<file path="config.mk">
export PLATFORM = sky130hd
export DESIGN_NAME = cic_interp_filter
export DESIGN_NICKNAME = d
export VERILOG_FILES = /design/src/rtl/cic_interp_filter.sv
export SDC_FILE = /design/constraint.sdc
export NUM_CORES = 1
export LEC_CHECK = 0
export CAP_MARGIN = 15
export CELL_PAD_IN_SITES_DETAIL_PLACEMENT = 0
export CELL_PAD_IN_SITES_GLOBAL_PLACEMENT = 1
export CORE_MARGIN = 2
export CORE_UTILIZATION = 23
export CTS_BUF_LIST = sky130_fd_sc_hd__clkbuf_4 sky130_fd_sc_hd__clkbuf_8
export CTS_CLUSTER_DIAMETER = 60
export DETAILED_ROUTE_END_ITERATION = 8
export PLACE_DENSITY_LB_ADDON = 0.1
export SKIP_CTS_REPAIR_TIMING = 1
export SLEW_MARGIN = 15
export SYNTH_ARGS = -nofsm -noshare
export SYNTH_HDL_FRONTEND = slang
export SYNTH_SLANG_ARGS = --single-unit
</file>
<file path="constraint.sdc">
create_clock -name clk_i -period 4.9 [get_ports clk_i]
set_input_delay 0.735 -clock clk_i [delete_from_list [all_inputs] [get_ports clk_i]]
set_output_delay 0.735 -clock clk_i [all_outputs]
set_load 0.02 [all_outputs]
</file>
<file path="src/rtl/cic_interp_filter.sv">
// rtl/cic_interp_filter.sv - single-clock CIC interpolator with run-time rate, DC-unity scaling and saturation
//
// Purpose: N-stage CIC interpolation by R = 2^rate. Samples enter at the low
// rate through a valid/ready handshake. They pass through the combs and are
// zero-stuffed. The N integrators run every enabled cycle, so the output rate
// is one sample per clock. The output is scaled by 2^-((N-1)*rate) so that the
// DC gain is exactly 1, then saturated to IN_W bits.
//
// Ports:
//   clk_i        clock, rising edge
//   rst_n_i      asynchronous active-low reset
//   en_i         run enable; low flushes all state and loads the rate
//   rate_log2_i  log2(R), sampled only while en_i is low (clamped to R_MAX_LOG2)
//   in_data_i    signed input sample
//   in_valid_i   input sample valid
//   in_ready_o   high on input-slot cycles (phase 0) while enabled
//   out_data_o   signed, scaled, saturated output sample
//   out_valid_o  registered copy of en_i
//   underrun_o   sticky: an input slot passed without a valid sample
module cic_interp_filter #(
  parameter  int IN_W       = 8,
  parameter  int N          = 3,
  parameter  int R_MAX_LOG2 = 4,
  parameter  int RATE_DEF   = 2,
  localparam int ACC_W      = IN_W + N * R_MAX_LOG2,
  localparam int RL_W       = $clog2(R_MAX_LOG2 + 1)
) (
  input  logic                   clk_i,
  input  logic                   rst_n_i,
  input  logic                   en_i,
  input  logic [RL_W-1:0]        rate_log2_i,
  input  logic signed [IN_W-1:0] in_data_i,
  input  logic                   in_valid_i,
  output logic                   in_ready_o,
  output logic signed [IN_W-1:0] out_data_o,
  output logic                   out_valid_o,
  output logic                   underrun_o
);

  // (N-1) <= 5 < 8, so three extra bits hold the largest shift amount.
  localparam int SH_W = RL_W + 3;

  logic [RL_W-1:0]         rate_q;
  logic [R_MAX_LOG2-1:0]   phase_q;
  logic [R_MAX_LOG2:0]     r_val;
  logic [R_MAX_LOG2-1:0]   phase_last;
  logic [RL_W-1:0]         rate_clamped;
  logic                    slot;

  logic signed [ACC_W-1:0] comb_x [N+1];
  logic signed [ACC_W-1:0] comb_d [N];
  logic signed [ACC_W-1:0] integ  [N];
  logic signed [ACC_W-1:0] u_q;

  logic [SH_W-1:0]         shamt;
  logic signed [ACC_W-1:0] shifted;
  logic [ACC_W-IN_W:0]     sat_hi;
  logic [IN_W-1:0]         sat_val;

  // R is one wider than the phase counter so that R_MAX itself is representable.
  assign r_val        = (R_MAX_LOG2 + 1)'(1) << rate_q;
  assign phase_last   = R_MAX_LOG2'(r_val - (R_MAX_LOG2 + 1)'(1));
  assign rate_clamped = (rate_log2_i > RL_W'(R_MAX_LOG2)) ? RL_W'(R_MAX_LOG2) : rate_log2_i;

  assign slot = en_i & (phase_q == '0);
  // Gated by reset so a held-off block never advertises readiness.
  assign in_ready_o = slot & rst_n_i;

  // Comb chain: a missing sample at an input slot is treated as zero.
  always_comb begin
    comb_x[0] = in_valid_i ? {{(ACC_W - IN_W){in_data_i[IN_W-1]}}, in_data_i} : '0;
    for (int k = 0; k < N; k++) begin
      comb_x[k+1] = comb_x[k] - comb_d[k];
    end
  end

  // Unity-DC scaling: the interpolator gain is R^(N-1).
  assign shamt   = SH_W'(rate_q) * SH_W'(N - 1);
  assign shifted = integ[N-1] >>> shamt;
  assign sat_hi  = shifted[ACC_W-1:IN_W-1];

  always_comb begin
    sat_val = shifted[IN_W-1:0];
    if (!((&sat_hi) || ~(|sat_hi))) begin
      sat_val = shifted[ACC_W-1] ? {1'b1, {(IN_W-1){1'b0}}} : {1'b0, {(IN_W-1){1'b1}}};
    end
  end

  always_ff @(posedge clk_i or negedge rst_n_i) begin
    if (!rst_n_i) begin
      rate_q      <= RL_W'(RATE_DEF);
      phase_q     <= '0;
      u_q         <= '0;
      out_data_o  <= '0;
      out_valid_o <= 1'b0;
      underrun_o  <= 1'b0;
      for (int k = 0; k < N; k++) begin
        comb_d[k] <= '0;
        integ[k]  <= '0;
      end
    end else if (!en_i) begin
      rate_q      <= rate_clamped;
      phase_q     <= '0;
      u_q         <= '0;
      out_data_o  <= '0;
      out_valid_o <= 1'b0;
      underrun_o  <= 1'b0;
      for (int k = 0; k < N; k++) begin
        comb_d[k] <= '0;
        integ[k]  <= '0;
      end
    end else begin
      out_valid_o <= 1'b1;
      phase_q     <= (phase_q == phase_last) ? '0 : phase_q + 1'b1;
      if (slot) begin
        for (int k = 0; k < N; k++) begin
          comb_d[k] <= comb_x[k];
        end
        u_q <= comb_x[N];
        if (!in_valid_i) begin
          underrun_o <= 1'b1;
        end
      end else begin
        u_q <= '0;
      end
      // Pipelined integrators: each stage consumes the previous stage's old value.
      integ[0] <= integ[0] + u_q;
      for (int k = 1; k < N; k++) begin
        integ[k] <= integ[k] + integ[k-1];
      end
      out_data_o <= sat_val;
    end
  end

endmodule

</file>
==> results.yml <==
outcome:
  status: "finished, violations left"
  violations: "negative setup slack"
global_route:
  grt_start_max_net_pins: 120
  overflow: 0
  grt_pass1_wl_um: 42600
  grt_usage_pct: 11.5
  grt_pass1_vias: 8481
  antenna_found_initial: 0
synth:
  yosysSeqAreaShare_pct: 35.3
  netlist_top_cells_area: "dfrtp_1 (35%), ha_1 (13%), xnor2_1 (4.4%)"
  ys_ff_latch: 145
  synthArstFlopShare_pct: 100
  syn_area_per_cell_um2: 9.29
  yosys_warnings: 0
  synth_top_area_share_pct: 35.1
  synth_ff_type: "dfrtp_1"
  syn_inst: 1105
  syn_nets: 1234
  synth_area_um2: 10300
  synth_cell_types: 62
  synth_top_area_cell: "dfrtp_1"
  synth_edf_count: 0
place:
  place_ws_ps: -1490
  dpl_cell_area_um2: 12200
  portBuffers: 25
  dp.cells: 1818
  hpwl_um: 18800
  gp_congestion: 0.760
detailed_routing:
  drc: 0
  wl_um: 25200
  drtPass1Iterations: 4
  wire_per_inst_um: 13.6
  num_vias: 7978
  viasPerCell: 4.30
  drtIter0Drc: 292
  drtAntennaViolNets: 0
sta:
  post-route-period-util_pct: 106
  slew_violations: 0
  setup_viol: 6
  clock_skew_ps: 13.1
  rsz0062_at_grt: "yes"
  layout_setup_ws_ps: -298
  fin_crit_ps: 5200
  slew_headroom_pct: 29.1
  tightest_slew_ps: 1060
  holdWs_ps: 97.3
  hold_viol: 0
  max_freq_ghz: 0.192
finish:
  nFillCells: 4748
  antenna_cells: 0
  final_cells: 1855
  fin_nets: 1379
  syn_to_final_growth_pct: 25.4
  drive_above_1_share_pct: 18.1
  fin_area_um2: 12900
clock_tree:
  htree_levels: 4
  cts_buffers: 17
  path_clk_slew_ps: 80
  cts_num_sinks: 145
  clock_path_buffers: 2
  clk_latency_ps: 490
  tritoncts: "done"
  cts_root_buf: "clkbuf_8"
critical_path:
  cp.arrival_ps: 5560
  cp-end-kind: "flop"
  rr_worst_depth: 25
  cp_max_fo: 4
  crit_required_ps: 5270
  cpMaxStageDelayCell: "fa_1"
  r2r_setup_slack_ps: -200
  r2r-end: "u_q[19]"
  max_stage_delay_ps: 520
  r2r_start: "comb_d[40]"
  path_class: "in2reg"
  startpoint_type: "primary input"
die:
  fp.dieH_um: 215
  coreArea_um2: 44100
  fp-row-count: 77
  start_util_pct: 23.3
  die_area_um2: 46400
  ios: 26
  die_w_um: 215
pwr:
  power_leakage_nw: 6.17
  ir_drop_v: 0.000221
  powerDensity_nw_per_um2: 684
job:
  cap_violations: 0
hold_path:
  hold_path_class: "in2async"
==> layout by cell type (no fill, tap or decap), drive strengths merged, types with 30 or more instances in the layout <==
cell type,instances
nand2,54
ha,106
a21oi,89
a22o,30
dfrtp,144
a21o,46
buf,136
and2,60
xnor2,52
nor2,73
o21ai,67
inv,77
xor2,33
==> critical path: cells and delay by family <==
kind	cells	cell delay [ps]
XOR/XNOR	2	310
AO/OA/AOI/OAI	12	1960
adder cells (fa/ha/maj)	4	1200
buffers and inverters	2	590
AND/OR/NAND/NOR	4	500
multiplexers	1	260
==> through the flow <==
stage                     power, mW  utilization, %  setup TNS [ps]
after floorplan                5.46               -           -1100
after global placement         7.58            27.7          -12030
after detailed placement       7.57            27.7          -12490
after CTS                      8.63            28.6           -5310
after global routing           9.73            29.2           -2290
final                          8.81            29.2           -1010
==> report_power, final <==
group / internal [mW] / switching, mW / total [mW] / leakage (nW)
Clock: 0.509 / 0.487 / 0.996 / 0.212
Sequential: 1.57 / 0.291 / 1.86 / 1.94
Combinational: 3.10 / 2.85 / 5.95 / 4.02
==> cell usage after synthesis, types with 5 or more instances <==
library cell    n
ha_1          106
or3_1           5
and3_1          9
a31oi_1        11
nor3_1         24
nor3b_1         5
inv_1          77
a21o_1         46
nand3_1        19
dfrtp_1       144
nand4_1         5
o21ai_1        12
nor2_1         73
fa_1            8
o21ai_0        55
xor2_1         33
and2_1         59
clkbuf_1       27
o31ai_1        13
a22o_1         30
o21a_1          6
nor2b_1        15
o2111ai_1       7
nand2b_1       14
xnor2_1        52
a211oi_1       11
o21bai_1       14
nand2_1        54
a21oi_1        86
o211ai_1        5
mux2i_1        26
==> flip-flops by register name, indices dropped and copies added (netlist names) <==
register     cells
u_q             20
phase_q          4
integ           60
underrun_o       1
comb_d          48
out_data_o       8
rate_q           3
out_valid_o      1
==> layout make-up <==
| cell class | count | area [um^2] | area share (%) |
|---|---|---|---|
| well taps | 592 | 741 | 5.75 |
| flip-flops and latches | 145 | 3630 | 28.2 |
| repair buffers | 158 | 1270 | 9.86 |
| inverters | 77 | 289 | 2.24 |
| clock inverters | 7 | 85.1 | 0.661 |
| multi-input cells | 851 | 6560 | 50.9 |
| clock buffers | 25 | 307 | 2.38 |
==> worst max-delay path by stage <==
stage / startpoint / end / slack (ps) / depth (start not counted)
floorplan: in_data_i[1] / u_q[19] / -430 / 25
global route: comb_d[40] / u_q[19] / -520 / 25
global placement: in_valid_i / u_q[19] / -1420 / 23
CTS: in_valid_i / u_q[19] / -950 / 23
finish: in_data_i[4] / u_q[19] / -300 / 25
detailed placement: in_valid_i / u_q[19] / -1490 / 23
==> cells by family after synthesis <==
family / count (synthesis) / synth area share [%]
buf+inv: 109 / 4.03
fa+ha+maj: 114 / 14.5
mux: 31 / 3.19
xor+xnor: 85 / 7.25
compound gates: 323 / 20.9
simple gates: 298 / 14.8
flops: 145 / 35.3
==> metal layers <==
| metal | global-route usage [%] | part of all wire [%] | vias up |
|---|---|---|---|
| li1 | - | - | 4243 |
| met1 | 13.2 | 45 | 3668 |
| met2 | 21.1 | 51 | 46 |
| met3 | 2.66 | 2.1 | 21 |
| met4 | 3.17 | 1.3 | 0 |
| met5 | 0 | 0 | - |
No activity file was read; power rests on OpenSTA's default activity.
